--- src/rtl/csc_pkg.sv ---
// ---------------------------------------------------------------------------
// csc_pkg - definitions shared by the circulant-to-CSC row generator.
//
// Contents:
//   VAL_W   width of one real or imaginary part (signed)
//   NZ_MAX  number of nonzero slots in a first-row descriptor
//   idx_w() row/column index width for a given matrix order
//   cval_t  complex value {val_i, val_r}
//   state_t generator FSM states {IDLE, RUN}
// ---------------------------------------------------------------------------
package csc_pkg;

   localparam int VAL_W  = 32;
   localparam int NZ_MAX = 4;

   function automatic int idx_w(input int n);
      return (n <= 2) ? 1 : $clog2(n);
   endfunction

   typedef struct packed {
      logic signed [VAL_W-1:0] val_i;
      logic signed [VAL_W-1:0] val_r;
   } cval_t;

   typedef enum logic {
      IDLE = 1'b0,
      RUN  = 1'b1
   } state_t;

endpackage

--- src/rtl/csc_slot_sel.sv ---
// ---------------------------------------------------------------------------
// csc_slot_sel - combinational walker over the active-slot mask.
//
// Ports:
//   mask       in  NZ_MAX  active-slot mask (bit k = slot k is emitted)
//   slot       in  2       current slot
//   next_slot  out 2       next active slot above 'slot', wrapping to the
//                          first active slot when none is left
//   first_slot out 2       lowest active slot (0 when the mask is empty)
//   is_last    out 1       no active slot above 'slot'
// ---------------------------------------------------------------------------
module csc_slot_sel
   import csc_pkg::*;
(
   input  logic [NZ_MAX-1:0] mask,
   input  logic [1:0]        slot,
   output logic [1:0]        next_slot,
   output logic [1:0]        first_slot,
   output logic              is_last
);

   always_comb begin
      first_slot = 2'd0;
      next_slot  = 2'd0;
      is_last    = 1'b1;
      // Descending scans so the lowest qualifying slot wins.
      for (int k = NZ_MAX - 1; k >= 0; k--) begin
         if (mask[k]) begin
            first_slot = 2'(k);
         end
      end
      for (int k = NZ_MAX - 1; k >= 0; k--) begin
         if (mask[k] && (k > int'(slot))) begin
            next_slot = 2'(k);
            is_last   = 1'b0;
         end
      end
      if (is_last) begin
         next_slot = first_slot;
      end
   end

endmodule

--- src/rtl/csc_row_gen.sv ---
// ---------------------------------------------------------------------------
// csc_row_gen - expands one circulant first-row descriptor into the full
// list of (row, col, value) nonzeros, one entry per cycle. Row r is the
// first row rotated right by r columns; entries are emitted row by row in
// ascending slot order (columns may be unsorted within a row after wrap).
//
// Parameters:
//   MAT_RANK  matrix order N, power of 2 and >= 4
//   INDEX_W   derived index width (not overridable)
//
// Ports:
//   clk, rst_n            clock, asynchronous active-low reset
//   load_val_i/_r  in     slot k value at [32k+:32], signed
//   load_col       in     slot k column at [INDEX_W*k+:INDEX_W]
//   load_nz4       in     1: slots 0..3 valid, 0: slots 0..1 valid
//   load_vld/_rdy         descriptor handshake
//   ent_vld/_rdy          entry handshake
//   ent_row, ent_col      entry coordinates
//   ent_val_i/_r          entry value
//   ent_last_row          last entry of the current row
//   ent_last              last entry of the matrix
//   busy                  generator is in RUN
//
// Build option:
//   CSC_GEN_ZERO_SKIP_EN  slots whose value is 0+0j are dropped at load;
//                         a descriptor with no active slot is accepted and
//                         produces no output.
// ---------------------------------------------------------------------------
module csc_row_gen
   import csc_pkg::*;
#(
   parameter  int MAT_RANK = 256,
   localparam int INDEX_W  = idx_w(MAT_RANK)
) (
   input  logic                        clk,
   input  logic                        rst_n,
   input  logic [NZ_MAX*VAL_W-1:0]     load_val_i,
   input  logic [NZ_MAX*VAL_W-1:0]     load_val_r,
   input  logic [NZ_MAX*INDEX_W-1:0]   load_col,
   input  logic                        load_nz4,
   input  logic                        load_vld,
   output logic                        load_rdy,
   output logic                        ent_vld,
   input  logic                        ent_rdy,
   output logic [INDEX_W-1:0]          ent_row,
   output logic [INDEX_W-1:0]          ent_col,
   output logic [VAL_W-1:0]            ent_val_i,
   output logic [VAL_W-1:0]            ent_val_r,
   output logic                        ent_last_row,
   output logic                        ent_last,
   output logic                        busy
);

   state_t              state_p0, state_d;
   logic [INDEX_W-1:0]  row_p0;
   logic [1:0]          slot_p0;
   logic [NZ_MAX-1:0]   mask_p0;
   logic [INDEX_W-1:0]  col_p0 [NZ_MAX];
   cval_t               val_p0 [NZ_MAX];

   logic [NZ_MAX-1:0]   load_mask;
   logic [1:0]          ld_first, ld_next;
   logic                ld_last;
   logic                ld_unused;
   logic [1:0]          cur_first, cur_next;
   logic                cur_last;
   logic                load_fire, ent_fire;

   // Active-slot mask of the incoming descriptor.
   always_comb begin
      load_mask = load_nz4 ? 4'b1111 : 4'b0011;
`ifdef CSC_GEN_ZERO_SKIP_EN
      for (int k = 0; k < NZ_MAX; k++) begin
         if ((load_val_i[VAL_W*k +: VAL_W] == '0) &&
             (load_val_r[VAL_W*k +: VAL_W] == '0)) begin
            load_mask[k] = 1'b0;
         end
      end
`endif
   end

   // Only the first active slot of the incoming mask is needed at load.
   csc_slot_sel u_ld_sel (
      .mask       (load_mask),
      .slot       (2'd0),
      .next_slot  (ld_next),
      .first_slot (ld_first),
      .is_last    (ld_last)
   );
   assign ld_unused = ^{ld_next, ld_last};

   csc_slot_sel u_cur_sel (
      .mask       (mask_p0),
      .slot       (slot_p0),
      .next_slot  (cur_next),
      .first_slot (cur_first),
      .is_last    (cur_last)
   );

   // Control: ent_rdy only reaches registered state, never an output.
   always_comb begin
      state_d      = state_p0;
      load_rdy     = 1'b0;
      ent_vld      = 1'b0;
      busy         = 1'b0;
      ent_last_row = 1'b0;
      ent_last     = 1'b0;
      load_fire    = 1'b0;
      ent_fire     = 1'b0;
      case (state_p0)
         IDLE: begin
            load_rdy  = 1'b1;
            load_fire = load_vld;
            // An all-inactive descriptor is consumed without leaving IDLE.
            if (load_vld && (load_mask != '0)) begin
               state_d = RUN;
            end
         end
         RUN: begin
            ent_vld      = 1'b1;
            busy         = 1'b1;
            ent_last_row = cur_last;
            ent_last     = cur_last && (row_p0 == INDEX_W'(MAT_RANK - 1));
            ent_fire     = ent_rdy;
            if (ent_rdy && ent_last) begin
               state_d = IDLE;
            end
         end
         default: state_d = IDLE;
      endcase
   end

   always_ff @(posedge clk or negedge rst_n) begin
      if (!rst_n) begin
         state_p0 <= IDLE;
      end else begin
         state_p0 <= state_d;
      end
   end

   // Stage p0: descriptor store and row/slot walk.
   always_ff @(posedge clk or negedge rst_n) begin
      if (!rst_n) begin
         row_p0  <= '0;
         slot_p0 <= '0;
         mask_p0 <= '0;
         for (int k = 0; k < NZ_MAX; k++) begin
            col_p0[k] <= '0;
            val_p0[k] <= '0;
         end
      end else if (load_fire) begin
         row_p0  <= '0;
         slot_p0 <= ld_first;
         mask_p0 <= load_mask;
         for (int k = 0; k < NZ_MAX; k++) begin
            col_p0[k]       <= load_col[INDEX_W*k +: INDEX_W];
            val_p0[k].val_i <= load_val_i[VAL_W*k +: VAL_W];
            val_p0[k].val_r <= load_val_r[VAL_W*k +: VAL_W];
         end
      end else if (ent_fire) begin
         if (cur_last) begin
            slot_p0 <= cur_first;
            row_p0  <= row_p0 + INDEX_W'(1);
         end else begin
            slot_p0 <= cur_next;
         end
      end
   end

   // Natural INDEX_W-bit wrap gives the circulant column.
   assign ent_row   = row_p0;
   assign ent_col   = col_p0[slot_p0] + row_p0;
   assign ent_val_i = val_p0[slot_p0].val_i;
   assign ent_val_r = val_p0[slot_p0].val_r;

endmodule

--- config.mk ---
export PLATFORM = sky130hd
export DESIGN_NAME = csc_row_gen
export DESIGN_NICKNAME = d
export VERILOG_FILES = /design/src/rtl/csc_pkg.sv /design/src/rtl/csc_slot_sel.sv /design/src/rtl/csc_row_gen.sv
export SDC_FILE = /design/constraint.sdc
export NUM_CORES = 1
export LEC_CHECK = 0
export ABC_AREA = 1
export BUFFER_PORTS_ARGS = -buffer_cell sky130_fd_sc_hd__clkbuf_2
export CORE_MARGIN = 3
export CORE_UTILIZATION = 48
export DETAILED_ROUTE_END_ITERATION = 7
export MAX_ROUTING_LAYER = met4
export PLACE_DENSITY = 0.75
export SLEW_MARGIN = 40
export SYNTH_ARGS = -nofsm -noshare
export SYNTH_HDL_FRONTEND = slang
export SYNTH_HIERARCHICAL = 1
export SYNTH_SLANG_ARGS = --single-unit
--- constraint.sdc ---
create_clock -name clk -period 2.4 [get_ports clk]
set_input_delay 0.12 -clock clk [delete_from_list [all_inputs] [get_ports clk]]
set_output_delay 0.12 -clock clk [all_outputs]
set_load 0.01 [all_outputs]
# == Yosys cells after proc, flatten, opt, wreduce, memory -nomap -nowiden ==
# Cells that the tools add are included.
# Widths: inputs -> output; s select.
# totals
reg_bits,303
word_cells,71
out_inout_bits,85
in_bits,293
# op_classes
n_eq_ne,1
addsub,2
n_bitwise,2
muxes,36
reduce_logical,10
n_lt_le_gt_ge,4
# op_table
cell,n
$bmux 64 s2,1
$mux 64,2
$mux 8,5
$mux 2,14
$bmux 8 s2,1
$mux 1,11
$add 8x1->8 const B,1
$add 8x8->8,1
$eq 8x8->1 const B,1
$logic_and 1x1->1,6
$gt 2x2->1 const A,2
$mux 4,1
$reduce_bool 2->1,2
$reduce_bool 4->1,1
$ge 3x3->1 const B,1
$not 2->3,1
$gt 1x2->1 const A,1
$pmux 1 s2,1
$reduce_and 2->1,1
$not 1->1,1

# == Depth between registers and ports, before layout ==
# Gate-level depths: netlist (run 1).
# depth
word_depth,9
depth_mapped,14
ltp_nobuf,11

# == Hierarchy ==
# The synthesis (run 1) kept the hierarchy.
# modules_own_cells
module,instances,cells_each,area_each_um2,seq_area_each_um2
csc_row_gen,1,1773,13724.4,7532.2
csc_slot_sel,2,23,107.6,0.0

# == Worst setup path after synthesis (run 1) ==
# Ideal clock, no wire load.
# synth_timing
kind,flip-flop to output port
start,reg slot_p0[0]
end,out ent_col[6]
arrival_time_ns,2.265
t_required_ns,2.280
n_path_buf,3
path_slack_ns,0.015
stages_incl_launch_ff,15
cell_sequence,dfrtp_1 -> buf_4 -> inv_4 -> buf_6 -> buf_2 -> nor2_1 -> o22ai_1 -> ha_1 -> inv_1 -> fa_1 -> o21ai_0 -> nand2_1 -> nand2_1 -> nand2_1 -> nand2_1
# synth_via
elab_chain_len,5
# synth_rtl
element,line_no,source
from (decl),csc_row_gen.sv:56,logic [1:0] slot_p0;
from (signal assigned),csc_row_gen.sv:153,slot_p0 <= ld_first;
from (signal assigned),csc_row_gen.sv:162,slot_p0 <= cur_first;
from (signal assigned),csc_row_gen.sv:165,slot_p0 <= cur_next;
$not 2->3 (not written as such),csc_row_gen.sv:172,assign ent_col = col_p0[slot_p0] + row_p0;
$bmux 8 s2,csc_row_gen.sv:172,
$mux 8 (not written as such) (2 in series),csc_row_gen.sv:172,
$add 8x8->8,csc_row_gen.sv:172,
to (decl),csc_row_gen.sv:46,"output logic [INDEX_W-1:0] ent_col,"
# Every way passes these cells. The select of a mux whose other input is x is not followed.

# == Worst setup path after layout (run 1) ==
# layout_timing
start,reg slot_p0[0]
end,out ent_col[7]
# The elaborated chain is that of the path after synthesis.

==> run_results.csv, run 1 <==
group,metric,value,unit
yosys,ys_warn_count,6,
sta,rsz0062_at_grt,"yes",
power,power,0.0174,W
clock_tree,clockBufferDepth,3,
cells_and_area,synthToLayoutAreaGrowth,48.2,%
critical_path,crit_arrival,2.68,ns
clock_tree,clock-sinks,301,
power,power.density,849,nW/um^2
clock_tree,clockRootBuffer,"clkbuf_16",
run_status,status,"finished, violations left",
power,irDropWorstVdd,557,uV
critical_path,endpoint_kind,"output port",
global_routing,grtUsageMet3,0.0596,
global_routing,overflow,0,
place,hpwlAfterDp,27600,um
critical_path,r2r_start,"slot_p0[0]",
sta,slew_viol_final,0,
global_routing,grt_pass1_vias,15500,
critical_path,cp_max_fo,8,
place,portBuffers,377,
sta,fin_crit_sh,1.17,
clock_tree,clk_pin_slew,0.07,ns
floorplanning,io_pins,378,
sta,fin_worst_skew,0.0131,ns
routing,wl,52500,um
global_routing,gr-max-usage-layer,"met2",
clock_tree,htree_levels,2,
routing,drtAntennaViolNets,0,
sta,setup_ws,-0.397,ns
floorplanning,die_width,176,um
sta,fmax,358,MHz
cells_and_area,final_common_cell,"nand2_1",
global_routing,grt_pass1_wl,79900,um
critical_path,reg2regPathDepth,12,
global_routing,globalRouteMet2Util,0.531,
global_routing,track_usage,0.330,
critical_path,ff2ff_setup_slack,0.19,ns
global_routing,grt_max_degree,152,
routing,drt-initial-drc-count,1590,
routing,post_drt_wl_per_cell,18.4,um
sta,fin_hold_ws,0.206,ns
clock_tree,clock_latency,0.49,ns
floorplanning,coreArea,28200,um^2
place,routabilityCongestion,0.934,
worst_hold_path,worstHoldPathType,"input pin to asynchronous set/reset pin",
sta,maxSlewHeadroom,0.527,
clock_tree,cts_tree,"done",
routing,dr_total_vias,15500,
sta,worst_pin_slew,0.709,ns
critical_path,crit_type,"flip-flop to output port",
cells_and_area,layout_common_cells,"nand2_1, clkbuf_2, dfrtp_1",
sta,period_needed,2.80,ns
critical_path,worstSetupStartpointType,"flip-flop",
critical_path,timing.rr.end,"ent_row[5]",
yosys,avgSynthCellArea,7.69,um^2
sta,finalHoldViolations,0,
routing,dr.pass1.iters,6,
floorplanning,die-area,31000,um^2
power,leakage,11.2,nW
sta,finalSetupViolations,9,
flow_run,max-cap-violations,0,
global_routing,antenna_found_initial,2,
cells_and_area,nets,2749,
floorplanning,rows,61,
run_status,violations,"negative setup slack",
critical_path,cp-startpoint,"slot_p0[0]",
routing,drc_errors,0,
floorplanning,initial_utilization,0.492,
critical_path,required,2.28,ns
clock_tree,numCtsBuffers,34,
yosys,synth_area,13900,um^2
yosys,synth_cells,1804,
cells_and_area,drive_gt1_frac,0.215,
global_routing,met1_usage,0.398,
floorplanning,chipHeight,176,um
routing,vias_per_cell,5.43,
## stage by stage
stage               TNS, ns  cell area, um^2  worst slack (ns)   util  cells
detailed placement        0            16100           0.00354  0.570   2480
global route          -3.07            20600            -0.637  0.730   2852
floorplan                 0            13900            0.0146      -   1806
finish                -2.14            20600            -0.397  0.730   2852
CTS                   -1.58            20200            -0.244  0.716   2835
global placement          0            16100            0.0726  0.570   2480
## report_power, final
group / total [W] / switching [W] / internal, W / leakage [nW]
Clock: 0.00525 / 0.00212 / 0.00312 / 0.553
Combinational: 0.00620 / 0.00360 / 0.00260 / 6.68
Sequential: 0.00600 / 0.000429 / 0.00557 / 3.94
## repair_timing
| item | 4_1_cts | 5_1_grt |
|---|---|---|
| resized for setup | 15 | 78 |
| pin swaps | 3 | 16 |
| endpoints found under the hold margin | 357 | 0 |
| hold buffers | 292 | 0 |
| buffers inserted | 2 | 12 |
| cloned | 0 | 3 |
| setup endpoints to repair | 40 | 72 |
## state kept, by name (all words and copies together), names as in the netlist
name	count
col_p0	32
val_p0	256
ent_row	8
slot_p0	2
state_p0	1
mask_p0	2
## layout make-up
type                       instances  area (um^2)
antenna                            2         5.00
clock buffer                      47          991
clock inverter                    14          143
fill                            1868         7610
inverter                          35          151
multi-input combinational       1359         5810
sequential                       301         7540
tap                              378          473
timing repair buffer             716         5450
## how the worst max path moves through the flow
stage | endpoint | slack, ns | cells past startpoint
global route | ent_col[7] | -0.64 | 12
finish | ent_col[7] | -0.40 | 12
floorplan | ent_col[6] | 0.01 | 14
detailed placement | ent_row[6] | 0.004 | 12
global placement | ent_row[6] | 0.07 | 12
CTS | ent_col[5] | -0.24 | 10
## per-layer routing
layer  routed length (um)  part of all wire
met1                19300              0.37
met2                25200              0.48
met3                 4660             0.089
met4                 3350             0.064
met5                    0                 0
## critical path, stage by stage, from the launching register on
cell     delay [ns]
dfrtp_4        0.57
buf_12         0.18
o21ai_1        0.15
o22ai_1        0.11
ha_1           0.38
nand2_2        0.13
inv_1          0.08
a21oi_2        0.19
nand2_1        0.10
inv_1          0.07
nand2_1        0.05
nand2_1        0.05
buf_2          0.13
Power figures use the tool's default switching activity.
==> run 2: changes to the inputs <==
--- a/config.mk
+++ b/config.mk
@@ -8,12 +8,11 @@
 export ABC_AREA = 1
 export BUFFER_PORTS_ARGS = -buffer_cell sky130_fd_sc_hd__clkbuf_2
 export CORE_MARGIN = 3
-export CORE_UTILIZATION = 48
+export CORE_UTILIZATION = 45
 export DETAILED_ROUTE_END_ITERATION = 7
 export MAX_ROUTING_LAYER = met4
-export PLACE_DENSITY = 0.75
+export PLACE_DENSITY = 0.71
 export SLEW_MARGIN = 40
 export SYNTH_ARGS = -nofsm -noshare
 export SYNTH_HDL_FRONTEND = slang
-export SYNTH_HIERARCHICAL = 1
 export SYNTH_SLANG_ARGS = --single-unit
==> constraint.sdc (replaced) <==
create_clock -name clk -period 2.4 [get_ports clk]
set_input_delay 0.24 -clock clk [delete_from_list [all_inputs] [get_ports clk]]
set_output_delay 0.24 -clock clk [all_outputs]
set_load 0.01 [all_outputs]
==> run 2 against run 1 <==
The flow still finishes with violations (negative setup slack). Final cell count shrank 0.84%. Register-to-register slack gained 0.11 ns. Largest cell class unchanged. Synthesized cell count shrank 1.3%. Non-clock buffer count shrank 7.
==> run_results.csv, run 2 <==
group,metric,value,unit
yosys,ys_async_sr_fraction,1.00,
sta,fin_crit_sh,1.16,
routing,drt-initial-drc-count,1101,
sta,fmax,361,MHz
floorplanning,initial_utilization,0.461,
clock_tree,numCtsBuffers,35,
floorplanning,coreArea,30000,um^2
routing,vias_per_cell,5.24,
cells_and_area,final_common_cell,"nand2_1",
cells_and_area,finalInstanceArea,20400,um^2
yosys,avgSynthCellArea,7.77,um^2
global_routing,grt_pass1_wl,78900,um
sta,fin_hold_ws,0.0109,ns
clock_tree,cts_tree,"done",
routing,drtAntennaViolNets,0,
cells_and_area,stdcell_count,2828,
global_routing,overflow,0,
critical_path,crit_type,"flip-flop to output port",
critical_path,crit_chain,"inv_8 -> nor2_4 -> o22ai_2 -> ha_2 -> inv_2 -> fa_2 -> o21ai_2 -> xor2_1 -> buf_4 -> buf_6",
sta,period_needed,2.77,ns
yosys,synth_cell_types,28,
yosys,synth_most_common_cell,"nand2_1",
sta,setup_ws,-0.372,ns
critical_path,slowest_delay,0.52,ns
yosys,synth_area,13800,um^2
routing,dr.pass1.iters,7,
yosys,yosys-top-cells-count,"nand2_1, dfrtp_1, nor2_1, o21ai_0, o22ai_1",
place,placedCellCount,2474,
sta,maxSlewHeadroom,0.462,
cells_and_area,nets,2715,
global_routing,grt_pass1_vias,15300,
place,hpwlAfterDp,28700,um
sta,slew_viol_final,0,
critical_path,cp_slowest_cell,"dfrtp_4",
critical_path,worstSetupStartpointType,"flip-flop",
floorplanning,die_width,181,um
place,routabilityCongestion,0.887,
critical_path,critPathBufInv,4,
cells_and_area,fillers,2223,
yosys,syn-num-nets,2082,
worst_hold_path,worstHoldPathType,"input pin to flip-flop",
global_routing,grt_max_degree,88,
run_status,status,"finished, violations left",
routing,drc_errors,0,
cells_and_area,multiInputGateArea,5690,um^2
run_status,violations,"negative setup slack",
sta,finalSetupViolations,51,
clock_tree,clock-sinks,301,
sta,rsz0062_at_grt,"yes",
global_routing,track_usage,0.302,
critical_path,crit_arrival,2.53,ns
clock_tree,clock_latency,0.49,ns
critical_path,endpoint_kind,"output port",
critical_path,required,2.16,ns
power,power.density,815,nW/um^2
cells_and_area,layout.area.seq,7540,um^2
yosys,ys_warn_count,0,
yosys,synth_cells,1780,
sta,worst_pin_slew,0.807,ns
yosys,synthFlopType,"dfrtp_1",
global_routing,antenna_found_initial,4,
yosys,yosys.area.top_type,"dfrtp_1",
clock_tree,clk_pin_slew,0.06,ns
flow_run,max-cap-violations,0,
clock_tree,clockRootBuffer,"clkbuf_16",
clock_tree,htree_levels,2,
cells_and_area,drive_gt1_frac,0.207,
critical_path,cp_max_fo,7,
power,irDropWorstVdd,683,uV
place,placed_area,16100,um^2
floorplanning,rows,63,
cells_and_area,largest_reg_flops,256,
critical_path,crit_family,"adder cells",
yosys,ys_ff_latch,301,
sta,fin_worst_skew,0.0120,ns
cells_and_area,layout_common_cells,"nand2_1, clkbuf_2, dfrtp_1",
yosys,yosysSeqAreaShare,0.545,
floorplanning,io_pins,378,
sta,finalHoldViolations,0,
clock_tree,clockBufferDepth,3,
routing,wl,49300,um
cells_and_area,synthToLayoutAreaGrowth,47.6,%
place,place_worst_setup_slack,-0.000429,ns
cells_and_area,regMostFlops,"val_p0",
yosys,yosysTopAreaCellShare,0.545,
routing,dr_total_vias,14800,
place,portBuffers,377,
power,leakage,11.0,nW
yosys,synth.top_cells.by_area,"dfrtp_1, nand2_1, o21ai_0",
yosys,synth-edff-count,0,
floorplanning,die-area,32900,um^2
routing,post_drt_wl_per_cell,17.4,um
floorplanning,chipHeight,181,um
[run 2: tightest hold or removal path, delay by kind of cell]
kind	cells	cell delay [ns]
and+or+nand+nor	2	0.15
buffers and inverters	1	0.09
[run 2: routing by layer]
metal | up-vias | track usage | part of all wire
met4 | 0 | 0.146 | 0.053
li1 | 6873 | - | -
met5 | - | - | 0
met1 | 6974 | 0.365 | 0.39
met2 | 771 | 0.484 | 0.48
met3 | 207 | 0.0650 | 0.077
[run 2: timing repair]
item | in CTS | in global routing
resized for setup | 25 | 31
setup endpoints to repair | 55 | 54
hold buffers | 287 | 0
buffers inserted | 3 | 2
pin swaps | 8 | 12
hold endpoints to repair | 333 | 0
[run 2: logic make-up after synthesis]
family / count (synthesis) / share of synthesized area
buffers and inverters: 138 / 0.0505
flip-flops: 301 / 0.545
adder cells (fa/ha/maj): 9 / 0.00869
AO/OA/AOI/OAI: 224 / 0.0879
XOR/XNOR: 3 / 0.00190
AND/OR/NAND/NOR: 1105 / 0.306
[run 2: area by class of cell]
type                            instances  area share
Inverter                               25     0.00558
Tap cell                              390      0.0239
Clock buffer                           49      0.0510
Multi-Input combinational cell       1341       0.279
Antenna cell                            4    0.000491
Clock inverter                          9     0.00957
Sequential cell                       301       0.369
Timing Repair Buffer                  709       0.261
[run 2: stage by stage]
step                total power [W]    TNS, ns  utilization
global placement             0.0100          0        0.536
CTS                          0.0164      -5.50        0.677
floorplan                   0.00824          0            -
finish                       0.0166      -6.53        0.681
detailed placement           0.0101  -0.000429        0.536
global route                 0.0174     -12.78        0.681
[run 2: final timing paths]
path / to / depth (start not counted) / start / slack, ns
max: ent_col[4] / 10 / slot_p0[0] / -0.37
min: col_p0[9] / 3 / load_col[17] / 0.01
max reg2reg: ent_row[4] / 8 / slot_p0[0] / 0.30
min reg2reg: val_p0[172] / 2 / val_p0[172] / 0.47
max in group asynchronous: slot_p0[0] / 3 / rst_n / 1.37
min in group asynchronous: val_p0[189] / 2 / rst_n / 0.26
[run 2: report_power, final]
part / switching [W] / leakage (nW) / total, W / internal [W]
logic: 0.00286 / 6.49 / 0.00502 / 0.00216
registers: 0.000339 / 3.95 / 0.00589 / 0.00555
clock network: 0.00206 / 0.609 / 0.00571 / 0.00365
==> run 3: changes to the inputs <==
--- a/config.mk
+++ b/config.mk
@@ -9,6 +9,7 @@
 export BUFFER_PORTS_ARGS = -buffer_cell sky130_fd_sc_hd__clkbuf_2
 export CORE_MARGIN = 3
 export CORE_UTILIZATION = 45
+export CTS_BUF_LIST = sky130_fd_sc_hd__clkbuf_16
 export DETAILED_ROUTE_END_ITERATION = 7
 export MAX_ROUTING_LAYER = met4
 export PLACE_DENSITY = 0.71
==> run 3 against run 2 <==
Clock skew about the same. First-iteration DRC count decreased by 0.64%. The run still ends with negative setup slack left. Hold slack about the same. Final cell count unchanged. Fmax decreased by 0.23%. Clock power decreased by 4.4%.
==> run_results.csv, run 3 (synthesized netlist as in run 2, its figures left out) <==
group,metric,value,unit
run_status,status,"finished, violations left",
run_status,violations,"negative setup slack",
routing,drc_errors,0,
sta,finalHoldViolations,0,
critical_path,crit_chain,"inv_8 -> nor2_4 -> o22ai_2 -> ha_2 -> inv_2 -> fa_2 -> o21ai_2 -> xor2_1 -> buf_4 -> buf_6",
routing,wl,49400,um
cells_and_area,regMostFlops,"val_p0",
floorplanning,coreArea,30000,um^2
cells_and_area,drive_gt1_frac,0.205,
critical_path,r2r_start,"slot_p0[0]",
worst_hold_path,hold_end,"col_p0[9]",
clock_tree,clock_latency,0.49,ns
worst_hold_path,worstHoldStart,"load_col[17]",
worst_hold_path,holdPathStages,3,
power,internal_power,0.0111,W
cells_and_area,largest_reg_flops,256,
power,power.switching,0.00526,W
sta,fin_worst_skew,0.0124,ns
routing,dr.pass1.iters,5,
sta,finalSetupTns,-6.61,ns
worst_hold_path,worstHoldPathType,"input pin to flip-flop",
global_routing,grt_pass1_wl,78900,um
clock_tree,numCtsBuffers,35,
critical_path,cp_slowest_cell,"dfrtp_4",
place,routabilityCongestion,0.887,
place,portBuffers,377,
cells_and_area,nets,2715,
global_routing,grt_pass1_vias,15300,
critical_path,cp_max_fo,7,
routing,drt-initial-drc-count,1094,
critical_path,crit_type,"flip-flop to output port",
critical_path,worstSetupStartpointType,"flip-flop",
critical_path,crit_family,"adder cells",
clock_tree,clk_pin_slew,0.06,ns
clock_tree,clock-sinks,301,
sta,slew_viol_final,0,
sta,fin_crit_sh,1.16,
critical_path,crit_arrival,2.54,ns
sta,worst_pin_slew,0.806,ns
critical_path,endpoint_kind,"output port",
clock_tree,clockRootBuffer,"clkbuf_16",
cells_and_area,layout_common_cells,"nand2_1, clkbuf_2, dfrtp_1",
place,hpwlAfterDp,28700,um
cells_and_area,final_common_cell,"nand2_1",
power,clkPwrFrac,0.333,
global_routing,track_usage,0.302,
clock_tree,clockBufferDepth,3,
floorplanning,rows,63,
global_routing,overflow,0,
floorplanning,die_width,181,um
critical_path,ff2ff_setup_slack,0.29,ns
sta,rsz0062_at_grt,"yes",
power,irDropWorstVdd,684,uV
sta,setup_ws,-0.379,ns
power,seqPwrFrac,0.360,
power,power.density,805,nW/um^2
critical_path,required,2.16,ns
floorplanning,chipHeight,181,um
cells_and_area,fin_util,0.679,
sta,fmax,360,MHz
sta,maxSlewHeadroom,0.463,
sta,period_needed,2.78,ns
clock_tree,htree_levels,2,
power,leakage,11.0,nW
power,power.share.switching,0.321,
critical_path,timing.rr.end,"ent_row[4]",
floorplanning,die-area,32900,um^2
routing,post_drt_wl_per_cell,17.5,um
cells_and_area,synthToLayoutAreaGrowth,47.1,%
critical_path,slowest_delay,0.52,ns
routing,dr_total_vias,14900,
place,place_worst_setup_slack,-0.000429,ns
clock_tree,cts_tree,"done",
power,comb_power_share,0.307,
floorplanning,initial_utilization,0.461,
critical_path,reg2regPathDepth,8,
sta,finalSetupViolations,51,
critical_path,critPathBufInv,4,
global_routing,antenna_found_initial,4,
routing,drtAntennaViolNets,0,
routing,vias_per_cell,5.25,
global_routing,grt_max_degree,88,
flow_run,max-cap-violations,0,
floorplanning,io_pins,378,
-- run 3: area by class of cell --
type	count	area (um^2)
tap	390	488
inverter	25	114
fill	2233	9620
multi-input combinational	1341	5690
sequential	301	7540
antenna	4	10.0
timing repair buffer	709	5330
clock buffer	37	926
clock inverter	21	240
-- run 3: routing by layer --
| layer | global-route usage | vias to the layer above | routed length [um] |
|---|---|---|---|
| met5 | - | - | 0 |
| met4 | 0.144 | 0 | 2680 |
| met3 | 0.0658 | 213 | 3940 |
| met2 | 0.486 | 838 | 23800 |
| met1 | 0.364 | 6931 | 19000 |
| li1 | - | 6876 | - |
-- run 3: worst reg2reg max path, cell delays in order (launching register included) --
cell and delay (ns):
dfrtp_4 0.52, inv_8 0.10, buf_4 0.58, nand3_2 0.26, nand2_4 0.17, nor2_8 0.07, nor2_4 0.20, nand2_1 0.09
nand2_1 0.07
-- run 3: power groups by stage --
| stage | combinational, W | sequential (W) | clock, W |
|---|---|---|---|
| 6_report | 0.00502 | 0.00589 | 0.00546 |
| 3_5_place_dp | 0.00413 | 0.00595 | 0 |
| 3_3_place_gp | 0.00408 | 0.00593 | 0 |
| 5_1_grt | 0.00547 | 0.00594 | 0.00573 |
| 4_1_cts | 0.00473 | 0.00587 | 0.00553 |
| 2_1_floorplan | 0.00237 | 0.00587 | 0 |
-- run 3: timing repair --
action / CTS / global route
pin swaps: 8 / 12
gates cloned: 0 / 0
endpoints found under the hold margin: 333 / 0
resized for setup: 25 / 31
hold buffers: 287 / 0
buffers inserted: 3 / 2
setup endpoints to repair: 55 / 54
-- run 3: metrics by stage --
step	std cells	cell area, um^2	hold slack [ns]	total power, W
global route	2828	20300	0.0315	0.0171
CTS	2822	20200	0.0137	0.0161
detailed placement	2474	16100	0.200	0.0101
finish	2828	20300	0.0113	0.0164
floorplan	1780	13800	-0.0556	0.00824
global placement	2474	16100	0.200	0.0100
-- run 3: worst max-delay path by stage --
stage,from,to,slack [ns],cells past startpoint
floorplan,slot_p0[0],ent_col[6],0.05,14
global placement,slot_p0[1],ent_col[3],0.04,9
detailed placement,slot_p0[1],ent_col[3],-0.0004,9
CTS,slot_p0[0],ent_col[7],-0.38,13
global route,slot_p0[0],ent_col[7],-0.50,13
finish,slot_p0[0],ent_col[4],-0.38,10
